`src/rtl/seq_logic_pkg.sv`:
```
// Shared opcode encodings and FSM state type for the sliced logic unit.
package seq_logic_pkg;

  localparam logic [2:0] OP_AND  = 3'b000;
  localparam logic [2:0] OP_OR   = 3'b001;
  localparam logic [2:0] OP_XOR  = 3'b010;
  localparam logic [2:0] OP_NOR  = 3'b011;
  localparam logic [2:0] OP_XNOR = 3'b100;
  localparam logic [2:0] OP_NAND = 3'b101;
  localparam logic [2:0] OP_ANDN = 3'b110;
  localparam logic [2:0] OP_ORN  = 3'b111;

  typedef enum logic {
    IDLE = 1'b0,
    RUN  = 1'b1
  } state_t;

endpackage

```
`src/rtl/logic_slice.sv`:
```
// Combinational SLICE-bit eight-way bitwise operator.
module logic_slice
  import seq_logic_pkg::*;
#(
  parameter int SLICE = 8
) (
  input  logic [SLICE-1:0] a_s,
  input  logic [SLICE-1:0] b_s,
  input  logic [2:0]       op,
  output logic [SLICE-1:0] r_s
);

  always_comb begin
    r_s = '0;
    case (op)
      OP_AND:  r_s = a_s & b_s;
      OP_OR:   r_s = a_s | b_s;
      OP_XOR:  r_s = a_s ^ b_s;
      OP_NOR:  r_s = ~(a_s | b_s);
      OP_XNOR: r_s = ~(a_s ^ b_s);
      OP_NAND: r_s = ~(a_s & b_s);
      OP_ANDN: r_s = a_s & ~b_s;
      OP_ORN:  r_s = a_s | ~b_s;
      default: r_s = '0;
    endcase
  end

endmodule

```
`src/rtl/seq_logic_unit.sv`:
```
// Multi-cycle bitwise logic unit: processes SLICE bits per clock and commits
// the full result with zero/parity flags in a single cycle.
module seq_logic_unit
  import seq_logic_pkg::*;
#(
  parameter int WIDTH = 32,
  parameter int SLICE = 8
) (
  input  logic             clk,
  input  logic             rst_n,
  input  logic             start,
  input  logic [2:0]       op,
  input  logic [WIDTH-1:0] a,
  input  logic [WIDTH-1:0] b,
  output logic             ready,
  output logic             done,
  output logic [WIDTH-1:0] r,
  output logic             zero,
  output logic             parity
);

  localparam int NSLICE = WIDTH / SLICE;
  localparam int CW     = (NSLICE > 1) ? $clog2(NSLICE) : 1;
  localparam int IW     = (WIDTH > 1) ? $clog2(WIDTH) : 1;
  localparam logic [CW-1:0] LAST = CW'(NSLICE - 1);

  if (WIDTH % SLICE != 0) begin : g_param_check
    $error("seq_logic_unit: WIDTH (%0d) must be a multiple of SLICE (%0d)", WIDTH, SLICE);
  end

  state_t           state_q, state_d;
  logic [CW-1:0]    cnt;
  logic [2:0]       op_q;
  logic [WIDTH-1:0] a_q, b_q, work, work_nx;
  logic [IW-1:0]    base;
  logic [SLICE-1:0] r_s;
  logic             accept, last;

  assign ready  = (state_q == IDLE);
  assign accept = ready && start;
  assign last   = (cnt == LAST);
  assign base   = IW'(cnt) * IW'(SLICE);

  logic_slice #(.SLICE(SLICE)) u_slice (
    .a_s (a_q[base +: SLICE]),
    .b_s (b_q[base +: SLICE]),
    .op  (op_q),
    .r_s (r_s)
  );

  // Work value including the slice being produced this cycle, so the
  // completion edge can commit the full result without an extra cycle.
  always_comb begin
    work_nx = work;
    work_nx[base +: SLICE] = r_s;
  end

  always_comb begin
    state_d = state_q;
    case (state_q)
      IDLE:    if (start) state_d = RUN;
      RUN:     if (last)  state_d = IDLE;
      default: state_d = IDLE;
    endcase
  end

  always_ff @(posedge clk or negedge rst_n) begin
    if (!rst_n) state_q <= IDLE;
    else        state_q <= state_d;
  end

  always_ff @(posedge clk or negedge rst_n) begin
    if (!rst_n) begin
      cnt    <= '0;
      op_q   <= '0;
      a_q    <= '0;
      b_q    <= '0;
      work   <= '0;
      r      <= '0;
      zero   <= 1'b1;
      parity <= 1'b0;
      done   <= 1'b0;
    end else begin
      done <= 1'b0;
      if (accept) begin
        a_q  <= a;
        b_q  <= b;
        op_q <= op;
        cnt  <= '0;
      end else if (state_q == RUN) begin
        work <= work_nx;
        cnt  <= cnt + 1'b1;
        if (last) begin
          r      <= work_nx;
          zero   <= ~|work_nx;
          parity <= ^work_nx;
          done   <= 1'b1;
        end
      end
    end
  end

endmodule
```
`config.mk`:
```
export PLATFORM = sky130hd
export DESIGN_NAME = seq_logic_unit
export DESIGN_NICKNAME = d
export VERILOG_FILES = /design/src/rtl/seq_logic_pkg.sv /design/src/rtl/logic_slice.sv /design/src/rtl/seq_logic_unit.sv
export SDC_FILE = /design/constraint.sdc
export NUM_CORES = 1
export LEC_CHECK = 0
export BUFFER_PORTS_ARGS = -buffer_cell sky130_fd_sc_hd__buf_2
export CORE_ASPECT_RATIO = 0.6
export CORE_MARGIN = 2
export CORE_UTILIZATION = 29
export CTS_BUF_LIST = sky130_fd_sc_hd__clkbuf_4 sky130_fd_sc_hd__clkbuf_8
export DETAILED_ROUTE_END_ITERATION = 16
export PLACE_DENSITY_LB_ADDON = 0.1
export SLEW_MARGIN = 15
export SYNTH_ARGS = -nofsm -noshare
export SYNTH_HDL_FRONTEND = slang
export SYNTH_SLANG_ARGS = --single-unit
```
`constraint.sdc`:
```
create_clock -name clk -period 4.7 [get_ports clk]
set_clock_uncertainty 0.1 [all_clocks]
set_input_delay 0.47 -clock clk [delete_from_list [all_inputs] [get_ports clk]]
set_output_delay 0.47 -clock clk [all_outputs]
set_load 0.01 [all_outputs]
```
Word-level counts from Yosys, hierarchy flattened. Index checks and enable logic that the tools add are counted.

$add $sub $neg: 2. $mul: 0. Div/mod/pow operators: 0. Magnitude comparators: 0. Equal/unequal tests: 8. Shifts and indexed selects: 4. Mux-type cells: 10. Bitwise logic cells: 11. Reduce and logical (&&, ||, !) cells: 8.

Operator list (number): one-hot mux 8 bit (8 select lines) (1); variable part select 32 x 6 -> 8 bit (2); bitwise mux 32 bit (1); inverter 8 bit (4); OR reduction 32 bit (1); parity 32 bit (1); variable shift 8 x 7 -> 32 bit (first input constant) (1); variable part select 8 x 7 -> 32 bit (1); AND 8 bit (2); bitwise OR 8 bit (2); == test 3 bit (second input constant) (4); bitwise XOR 8 bit (1); negation 5 -> 7 bit (1); == test 3 x 2 -> 1 bit (second input constant) (2); two-way mux 1 bit (5); two-way mux 2 bit (2); == test 3 x 1 -> 1 bit (second input constant) (1); logical NOT 3 bit (1); AND reduction 3 bit (1); adder 2 x 1 -> 2 bit (second input constant) (1); == test 2 bit (second input constant) (1); inverter 1 bit (2); one-hot mux 1 bit (2 select lines) (1); AND reduction 2 bit (1); 3 further kinds (3).

Register bits after elaboration: 137. Latch bits: 0. Memory bits (writable): 0. Memory bits (read-only): 0. Input port bits: 70. Word-level logic and storage cells: 53. Memories: 0.

Depth between registers and ports, before layout. Gate-level depths: netlist of run 1.

Word-level depth: 8. Mapped depth: 16.

Modules after synthesis. Synthesis of run 1 repeated with hierarchy kept, for this count alone.

Cells, all modules: 609. Area total of the unflattened synthesis: 7538.5 µm².

Modules (own cells, without submodules): seq_logic_unit (times used 1, cells an instance 481, area each 6507.5 µm²); logic_slice (times used 1, cells an instance 128, area each 1031.0 µm²).

Least setup slack after synthesis of run 1. Ideal clock, no wire load.

Path kind: flip-flop to flip-flop. Start point: reg cnt[0]. End point: reg parity. Library setup time: 0.131 ns. Data arrival time: 3.430 ns. Setup slack: 1.038 ns. Stages on the path, launching flop included: 16. Path buffers: 1. Clock period less this slack: 3.662 ns. Path through: dfrtp_1 buf_2 mux4_2 inv_1 ha_1 nor2b_1 o21ai_0 o2111ai_1 nand2_2 a2bb2oi_1 ha_1 xnor2_1 xnor2_1 xnor2_1 xnor2_1 o21ai_0.

Longest elaborated chain between the ends: 7. Elaborated cells between the ends (all ways): 19.

RTL lines: start, declared (line seq_logic_unit.sv:32) `logic [CW-1:0] cnt;`; start signal, assigned (line seq_logic_unit.sv:92) `cnt <= cnt + 1'b1;`; variable part select 32 x 6 -> 8 bit (on tied branches) (line seq_logic_unit.sv:46, seq_logic_unit.sv:45); inverter 8 bit (tied with other cells) (line logic_slice.sv:22, logic_slice.sv:23); bitwise OR 8 bit (tied with other cells) (line logic_slice.sv:23) `OP_ORN: r_s = a_s | ~b_s;`; one-hot mux 8 bit (8 select lines) (line logic_slice.sv:15) `case (op)`; variable part select 8 x 7 -> 32 bit (line seq_logic_unit.sv:55) `work_nx[base +: SLICE] = r_s;`; bitwise mux 32 bit (line seq_logic_unit.sv:55); parity 32 bit (line seq_logic_unit.sv:96) `parity <= ^work_nx;`; end signal, assigned (line seq_logic_unit.sv:96); end, declared (line seq_logic_unit.sv:19) `output logic parity`.

Several ways; a longest one is shown, not always the timed one. A chain may end at the register's enable or synchronous reset.

Worst setup path after layout of run 1.
Start point: reg cnt[1]. End point: reg parity.

The elaborated chain is that of the path after synthesis.

==> results of run 1 <==
-- placed cells by master, fill, tap and decap left out, types with 16 or more instances in the layout --
master    synthesis  routed
nand2_1          90      89
o21ai_1          26      26
a32oi_1          20      20
mux2_2           66      66
buf_2            10     104
mux4_2           16      16
ha_1             53      53
o21ai_0          40      40
inv_1            26      26
dfrtp_1         136     136
clkbuf_8          0      18
-- worst paths after layout --
kind                       depth (start not counted)    from  endpoint
min in group clk                                   2   b[20]   b_q[20]
hold / removal                                     1   rst_n   a_q[22]
hold reg to reg                                    2    zero      zero
setup reg to reg                                  14  cnt[1]    parity
setup / recovery                                  14  cnt[1]    parity
max in group asynchronous                          2   rst_n      zero
-- cell type report --
type                       instances  share of cell area
multi-input combinational        429               0.415
sequential                       137               0.398
timing repair buffer             118              0.0731
tap                              322              0.0468
clock buffer                      20              0.0305
clock inverter                    12              0.0230
inverter                          30              0.0131
-- where the power goes --
| group | switching [uW] | internal [uW] |
|---|---|---|
| combinational | 2390 | 1830 |
| sequential | 413 | 1680 |
| clock | 495 | 657 |
| total | 3300 | 4170 |
-- worst register-to-register path, stage by stage, from the launching register on --
cell and delay (ns):
dfrtp_1 0.64, buf_4 0.27, mux4_2 0.38, inv_1 0.12, ha_1 0.29, mux2i_1 0.17
a221oi_1 0.08, a211o_1 0.37, a32oi_1 0.56, ha_1 0.35, xor2_1 0.23, xnor2_1 0.17
xnor2_1 0.15, xnor2_1 0.13, o21ai_0 0.08
-- synth_stat cells (all sizes together), types with 2 or more instances --
cell type	n
or3	3
or2	7
inv	27
mux2	66
nand2	91
nand4	5
a32oi	21
ha	53
a31oi	4
a211oi	5
nor4b	2
mux2i	10
o221a	5
xnor2	14
buf	15
mux4	16
a22oi	5
clkinv	3
nor2	12
dfrtp	136
nand3	4
o21ai	71
clkbuf	13
xor2	3
o211ai	2
nor3	2
a2bb2oi	8
nor2b	5
and2	4
-- registers in the layout, indices dropped and copies added (netlist names) --
register  count
a_q          32
b_q          32
zero          1
op_q          3
cnt           2
r            32
done          1
work         32
parity        1
state_q       1
-- per-layer routing --
| layer | track usage | share of wire | up-vias |
|---|---|---|---|
| li1 | - | - | 2472 |
| met1 | 0.265 | 0.52 | 2722 |
| met2 | 0.233 | 0.39 | 173 |
| met3 | 0.0656 | 0.081 | 16 |
| met4 | 0.0470 | 0.0095 | 0 |
| met5 | 0 | 0 | - |
-- cell families after synthesis --
group | Yosys count | synth area share
AOI/OAI and AO/OA | 129 | 0.122
DFF | 137 | 0.473
and+or+nand+nor | 138 | 0.0922
muxes | 92 | 0.166
buffers and inverters | 58 | 0.0344
adders and majority gates | 53 | 0.0915
xor gates and xnor gates | 17 | 0.0205
-- metrics by stage --
| stage | instance area, um^2 | setup slack (ns) | total power (uW) |
|---|---|---|---|
| floorplan | 7250 | 1.04 | 4950 |
| global placement | 8150 | 0.588 | 6200 |
| detailed placement | 8150 | 0.581 | 6300 |
| CTS | 8610 | 0.591 | 7490 |
| global route | 8610 | 0.275 | 8100 |
| finish | 8610 | 0.505 | 7470 |
==> impl_metrics.env, run 1 <==
export IMPL_h_tree_depth=4
export IMPL_relSlewSlack=0.326
export IMPL_required_ns=4.95
export IMPL_synth_cell_types=53
export IMPL_cpMostUsedCell="xnor2_1"
export IMPL_critPathMaxStageDelay_ns=0.64
export IMPL_syn_inst=624
export IMPL_crit_buf_inv=2
export IMPL_leakagePower_uw=0.00389
export IMPL_nets=856
export IMPL_worstMarginPinSlew_ns=1.01
export IMPL_ant_nets=0
export IMPL_drc_errors=0
export IMPL_fin_crit_sh=0.893
export IMPL_vias=5383
export IMPL_n_antenna_cell=0
export IMPL_dp_cells=1036
export IMPL_multiInputGateArea_um2=3580
export IMPL_routabilityCongestion=0.896
export IMPL_insertion_delay_ns=0.46
export IMPL_antenna_found_initial=0
export IMPL_hold_class="input pin to asynchronous set/reset pin"
export IMPL_finalHoldViolCount=0
export IMPL_cts_sinks=137
export IMPL_initial_core_util=0.297
export IMPL_path_delay_family="compound AO/OA/AOI/OAI gates"
export IMPL_path_clk_slew_ns=0.09
export IMPL_drv_slew=0
export IMPL_synthTopCellsByArea="dfrtp_1 47%, mux2_2 10%, ha_1 9.2%"
export IMPL_seqCellArea_um2=3430
export IMPL_die_h_um=126
export IMPL_synth_flop_cell="dfrtp_1"
export IMPL_rsz0062_at_grt="no"
export IMPL_fin_cells=1068
export IMPL_grt_util_all_layers=0.176
export IMPL_synth_area_leader_cell="dfrtp_1"
export IMPL_final_util=0.353
export IMPL_vias_per_cell=5.04
export IMPL_grt_max_degree=106
export IMPL_max_cap_violations=0
export IMPL_die_area_um2=26300
export IMPL_syn2layout_area_growth_pct=18.9
export IMPL_fin_crit_ns=4.20
export IMPL_grt_overflow=0
export IMPL_async_flop_share=1.00
export IMPL_cts_tree="built"
export IMPL_criticalPathCategory="flop to flop"
export IMPL_critical_path_slowest_cell="dfrtp_1"
export IMPL_synth_avg_cell_area_um2=11.6
export IMPL_synth_top_area_share=0.470
export IMPL_nFillCells=2450
export IMPL_setup_tns_final_ns=0
export IMPL_drive_above_1_share=0.349
export IMPL_io_pins=106
export IMPL_pwr_density_cell_nw_per_um2=867
export IMPL_first_iter_violations=445
export IMPL_crit_fanout=9
export IMPL_fp_coreArea_um2=24400
export IMPL_ys_warn_count=0
export IMPL_status="finished, final reports clean"
export IMPL_syn_cell_area_um2=7250
export IMPL_end_kind="flop"
export IMPL_whs_ns=0.0378
export IMPL_synth_edf_count=0
export IMPL_yosysSeqAreaShare=0.473
export IMPL_synth_seq_cells=137
export IMPL_reg2reg_slack_ns=0.50
export IMPL_clockBufferDepth=2
export IMPL_crit_chain="buf_4, mux4_2, inv_1, ha_1, mux2i_1, a221oi_1, a211o_1, a32oi_1, ha_1, xor2_1, xnor2_1, xnor2_1, xnor2_1, o21ai_0"
export IMPL_grt_pass1_vias=5728
export IMPL_wirelength_um=21800
export IMPL_synth_nets=747
export IMPL_ctsHoldBuffers=0
export IMPL_drtPass1Iterations=5
export IMPL_dp_hpwl_um=16300
export IMPL_cts_resized_gates=0
export IMPL_die_x_um=208
export IMPL_max_vdd_ir_drop_mv=0.371
export IMPL_drt_wirelength_per_cell_um=20.4
export IMPL_grt_pass1_wl_um=34800
export IMPL_final_setup_viol_count=0
export IMPL_cts_root_buffer="clkbuf_8"
export IMPL_core_rowCount=44
export IMPL_cts_buffers=17
export IMPL_cts_setup_buffers=0
export IMPL_worst_ep_arrival_time_ns=4.44
export IMPL_io_buffers=105
export IMPL_cp_start_kind="flop"
export IMPL_max_freq_mhz=238
Note: power is estimated with default switching activity, not from simulation.
==> inputs of run 2 (changes only) <==
==> constraint.sdc (replaced) <==
create_clock -name clk -period 4.8 [get_ports clk]
set_clock_uncertainty 0.1 [all_clocks]
set_input_delay 0.48 -clock clk [delete_from_list [all_inputs] [get_ports clk]]
set_output_delay 0.48 -clock clk [all_outputs]
set_load 0.01 [all_outputs]
==> impl_metrics.env, run 2 (synthesis gave the netlist of run 1 again) <==
export IMPL_status="finished, final reports clean"
export IMPL_antenna_found_initial=0
export IMPL_routabilityCongestion=0.911
export IMPL_fin_crit_ns=4.38
export IMPL_fp_coreArea_um2=24400
export IMPL_drive_above_1_share=0.349
export IMPL_critical_path_slowest_cell="dfrtp_1"
export IMPL_rsz0062_at_grt="no"
export IMPL_required_ns=5.02
export IMPL_end_kind="flop"
export IMPL_grt_overflow=0
export IMPL_finalHoldViolCount=0
export IMPL_hold_class="input pin to flop"
export IMPL_die_x_um=208
export IMPL_layout_common_cells="136 x dfrtp_1, 104 x buf_2, 89 x nand2_1"
export IMPL_cts_buffers=17
export IMPL_wirelength_um=21200
export IMPL_critPathMaxStageDelay_ns=0.76
export IMPL_n_antenna_cell=0
export IMPL_grt_max_degree=81
export IMPL_io_buffers=105
export IMPL_setup_tns_final_ns=0
export IMPL_core_rowCount=44
export IMPL_ant_nets=0
export IMPL_whs_ns=0.120
export IMPL_multiInputGateArea_um2=3580
export IMPL_die_h_um=126
export IMPL_worstHoldPathCells=2
export IMPL_r2r_start="cnt[0]"
export IMPL_initial_core_util=0.297
export IMPL_final_setup_viol_count=0
export IMPL_vias=5364
export IMPL_crit_fanout=11
export IMPL_io_pins=106
export IMPL_max_cap_violations=0
export IMPL_drtPass1Iterations=4
export IMPL_clockBufferDepth=2
export IMPL_criticalPathCategory="flop to flop"
export IMPL_drc_errors=0
export IMPL_dp_hpwl_um=16000
export IMPL_insertion_delay_ns=0.47
export IMPL_nets=858
export IMPL_rr_endpoint="parity"
export IMPL_dp_cells=1037
export IMPL_grt_pass1_vias=5596
export IMPL_nFillCells=2426
export IMPL_dpl_cell_area_um2=8160
export IMPL_h_tree_depth=4
export IMPL_max_freq_mhz=228
export IMPL_design_power_total_uw=7200
export IMPL_grt_pass1_wl_um=33100
export IMPL_path_clk_slew_ns=0.08
export IMPL_worstMarginPinSlew_ns=0.885
export IMPL_cts_sinks=137
export IMPL_fin_crit_sh=0.913
export IMPL_drv_slew=0
export IMPL_pwr_density_cell_nw_per_um2=837
export IMPL_cts_root_buffer="clkbuf_8"
export IMPL_reg2reg_slack_ns=0.42
export IMPL_leakagePower_uw=0.00388
export IMPL_worst_ep_arrival_time_ns=4.61
export IMPL_cts_setup_buffers=0
export IMPL_crit_chain="buf_4, mux4_2, inv_1, ha_1, nand2_1, o221a_1, o21ai_2, nand2_1, a2bb2oi_1, ha_1, xor2_1, xnor2_1, xnor2_1, xnor2_1, o21ai_0"
export IMPL_cpMostUsedCell="xnor2_1"
export IMPL_die_area_um2=26300
export IMPL_final_common_cell="dfrtp_1"
export IMPL_fin_area_um2=8600
export IMPL_worstHoldStart="start"
export IMPL_worstHoldEndpoint="cnt[1]"
export IMPL_syn2layout_area_growth_pct=18.7
export IMPL_cp_start_kind="flop"
export IMPL_fin_cells=1070
export IMPL_relSlewSlack=0.410
export IMPL_max_vdd_ir_drop_mv=0.370
export IMPL_grt_util_all_layers=0.168
export IMPL_first_iter_violations=319
export IMPL_cts_tree="built"
export IMPL_r2r_cells=15
export IMPL_vias_per_cell=5.01
export IMPL_drt_wirelength_per_cell_um=19.8
export IMPL_seqCellArea_um2=3430
==> run 2: changes by cell type in the layout (fill, tap and decap cells not counted) <==
cell	change
bufinv_16	-2
clkbuf_8	+2
buf_4	+1
clkinv_2	-1
dlygate4sd3_1	+1
inv_6	+1
==> run 2: power by group <==
| group | internal [uW] | switching [uW] | leakage, uW |
|---|---|---|---|
| clock | 570 | 497 | 0.000217 |
| sequential | 1650 | 421 | 0.00173 |
| combinational | 1780 | 2290 | 0.00193 |
==> run 2: metal layers <==
metal,wire (um),track usage
met1,11400,0.257
met2,8130,0.225
met3,1420,0.0552
met4,219,0.0419
met5,0,0
==> run 2: cell type report <==
class	instances	area share
Sequential cell	137	0.399
Inverter	30	0.0131
Multi-Input combinational cell	429	0.416
Timing Repair Buffer	120	0.0752
Clock inverter	10	0.0164
Tap cell	322	0.0468
Clock buffer	22	0.0337
==> run 2: through the flow <==
step           setup WS (ns)   util
2_1_floorplan           1.14      -
3_3_place_gp           0.473  0.335
3_5_place_dp           0.420  0.335
4_1_cts                0.403  0.353
5_1_grt                0.111  0.353
6_report               0.417  0.353
==> run 2: worst max-delay path by stage <==
stage	from	end	slack (ns)	cells past startpoint
global route	cnt[0]	parity	0.11	15
global placement	cnt[0]	parity	0.47	15
floorplan	cnt[0]	parity	1.14	15
detailed placement	cnt[0]	parity	0.42	15
finish	cnt[0]	parity	0.42	15
CTS	cnt[0]	parity	0.40	15
==> run 2: what timing repair did <==
item / in CTS / in global routing
hold buffers: 1 / 0
endpoints found under the hold margin: 43 / 0
resized for setup: 0 / 0
==> run 2: critical path: cells and delay by family (launching register included) <==
family	cells	cell delay [ns]
compound gates	4	0.80
flops	1	0.76
xor+xnor	4	0.73
mux	1	0.61
fa+ha+maj	2	0.48
buf+inv	2	0.40
simple gates	2	0.37
==> inputs of run 3 (changes only) <==
==> constraint.sdc (replaced) <==
create_clock -name clk -period 4.77 [get_ports clk]
set_clock_uncertainty 0.1 [all_clocks]
set_input_delay 0.477 -clock clk [delete_from_list [all_inputs] [get_ports clk]]
set_output_delay 0.477 -clock clk [all_outputs]
set_load 0.01 [all_outputs]
==> impl_metrics.env, run 3 (synthesis gave the netlist of run 1 again) <==
export IMPL_p_sw_frac=0.443
export IMPL_power_frac_clock=0.151
export IMPL_max_vdd_ir_drop_mv=0.312
export IMPL_top_layer_used="met4"
export IMPL_max_cap_violations=0
export IMPL_drt_met1_wl_um=11000
export IMPL_drc_errors=0
export IMPL_wirelength_um=21100
export IMPL_internal_power_uw=4060
export IMPL_fin_crit_ns=4.20
export IMPL_p_seq_frac=0.282
export IMPL_syn2layout_area_growth_pct=18.5
export IMPL_whs_ns=-0.0228
export IMPL_ctsHoldBuffers=0
export IMPL_clockBufferDepth=2
export IMPL_status="finished with violations"
export IMPL_vias_per_cell=5.00
export IMPL_cts_sinks=137
export IMPL_end_kind="flop"
export IMPL_initial_core_util=0.297
export IMPL_grt_pass1_vias=5612
export IMPL_routabilityCongestion=0.901
export IMPL_nFillCells=2448
export IMPL_cts_setup_buffers=0
export IMPL_p_switching_uw=3230
export IMPL_grt_max_degree=96
export IMPL_finalHoldViolCount=13
export IMPL_cpMostUsedCell="xnor2_1"
export IMPL_final_setup_viol_count=0
export IMPL_core_rowCount=44
export IMPL_wl_met3_um=1460
export IMPL_antenna_found_initial=0
export IMPL_cts_root_buffer="clkbuf_8"
export IMPL_setup_tns_final_ns=0
export IMPL_grt_overflow=0
export IMPL_io_buffers=105
export IMPL_grt_pass1_wl_um=33600
export IMPL_relSlewSlack=0.389
export IMPL_leakagePower_uw=0.00386
export IMPL_required_ns=5.00
export IMPL_dp_hpwl_um=15900
export IMPL_grt_util_all_layers=0.169
export IMPL_crit_fanout=14
export IMPL_critical_path_slowest_cell="dfrtp_1"
export IMPL_failed_checks="hold timing"
export IMPL_nets=854
export IMPL_criticalPathCategory="flop to flop"
export IMPL_ant_nets=0
export IMPL_layout_common_cells="136 x dfrtp_1, 104 x buf_2, 89 x nand2_1"
export IMPL_path_delay_family="compound AO/OA/AOI/OAI gates"
export IMPL_crit_chain="buf_4, mux4_2, inv_1, ha_1, nor2b_1, o21ai_0, o2111ai_1, nand2_2, a2bb2oi_1, ha_1, xnor2_1, xnor2_1, xnor2_1, xnor2_1, o21ai_0"
export IMPL_pwr_density_cell_nw_per_um2=848
export IMPL_crit_buf_inv=2
export IMPL_max_freq_mhz=238
export IMPL_drt_wirelength_per_cell_um=19.8
export IMPL_cp_start_kind="flop"
export IMPL_cts_resized_gates=0
export IMPL_drive_above_1_share=0.346
export IMPL_io_pins=106
export IMPL_h_tree_depth=4
export IMPL_cts_buffers=17
export IMPL_die_h_um=126
export IMPL_critPathMaxStageDelay_ns=0.76
export IMPL_first_iter_violations=349
export IMPL_n_antenna_cell=0
export IMPL_path_clk_slew_ns=0.08
export IMPL_vias=5327
export IMPL_worst_ep_arrival_time_ns=4.43
export IMPL_rsz0062_at_grt="no"
export IMPL_fp_coreArea_um2=24400
export IMPL_fin_crit_sh=0.881
export IMPL_die_x_um=208
export IMPL_hold_class="input pin to asynchronous set/reset pin"
export IMPL_wl_met2_um=8440
export IMPL_worstMarginPinSlew_ns=0.916
export IMPL_cts_tree="built"
export IMPL_drtPass1Iterations=5
export IMPL_insertion_delay_ns=0.47
export IMPL_design_power_total_uw=7280
export IMPL_power_share_combinational=0.567
export IMPL_final_common_cell="dfrtp_1"
export IMPL_drv_slew=0
export IMPL_die_area_um2=26300
[run 3: cell types whose count changed in the layout (fill, tap and decap cells not counted)]
| cell | delta |
|---|---|
| clkbuf_4 | -1 |
| clkinvlp_4 | +1 |
| inv_6 | -1 |
| clkinv_2 | -1 |
| dlygate4sd3_1 | -1 |
| bufinv_16 | +1 |
| buf_4 | -3 |
[run 3: area by class of cell]
type	count	area [um^2]	share of cell area
multi-input cells	429	3580	0.417
flip-flops and latches	137	3430	0.399
repair buffers	116	614	0.0716
well taps	322	403	0.0469
clock buffers	21	283	0.0329
clock inverters	10	165	0.0192
inverters	30	113	0.0131
[run 3: worst reg2reg max path, delay by kind of cell, from the launching register on]
kind / cells / cell delay, ns
AOI/OAI and AO/OA: 4 / 0.85
buffers and inverters: 2 / 0.40
adders and majority gates: 2 / 0.54
xor gates and xnor gates: 4 / 0.67
muxes: 1 / 0.36
DFF: 1 / 0.76
and+or+nand+nor: 2 / 0.39
[run 3: power by group through the flow]
stage | combinational, uW | sequential, uW | clock [uW]
floorplan | 2970 | 1920 | 0
detailed placement | 4110 | 2080 | 0
global route | 4570 | 2140 | 1180
finish | 4130 | 2060 | 1100
CTS | 4130 | 2060 | 1130
global placement | 4020 | 2080 | 0
[run 3: metal layers]
| layer | vias up | global-route usage |
|---|---|---|
| li1 | 2464 | - |
| met1 | 2695 | 0.253 |
| met2 | 151 | 0.232 |
| met3 | 17 | 0.0574 |
| met4 | 0 | 0.0406 |
| met5 | - | 0 |
[run 3: path summary, 6_finish.rpt]
kind | start | endpoint | slack, ns | cells past startpoint
hold / removal | rst_n | a_q[22] | -0.02 | 1
hold reg to reg | r[20] | r[20] | 0.38 | 2
setup reg to reg | cnt[1] | parity | 0.57 | 15
max in group asynchronous | rst_n | b_q[18] | 3.40 | 2
setup / recovery | cnt[1] | parity | 0.57 | 15
min in group clk | start | cnt[1] | 0.13 | 2
[run 3: metrics by stage]
| stage | hold slack, ns | instances | instance area, um^2 | utilization | setup WS (ns) |
|---|---|---|---|---|---|
| after global placement | 0.363 | 1034 | 8140 | 0.334 | 0.674 |
| after CTS | 0.0184 | 1065 | 8590 | 0.352 | 0.560 |
| final | -0.0228 | 1065 | 8590 | 0.352 | 0.569 |
| after global routing | 0.0392 | 1065 | 8590 | 0.352 | 0.342 |
| after floorplan | 0.0814 | 624 | 7250 | - | 1.11 |
| after detailed placement | 0.371 | 1034 | 8140 | 0.334 | 0.585 |
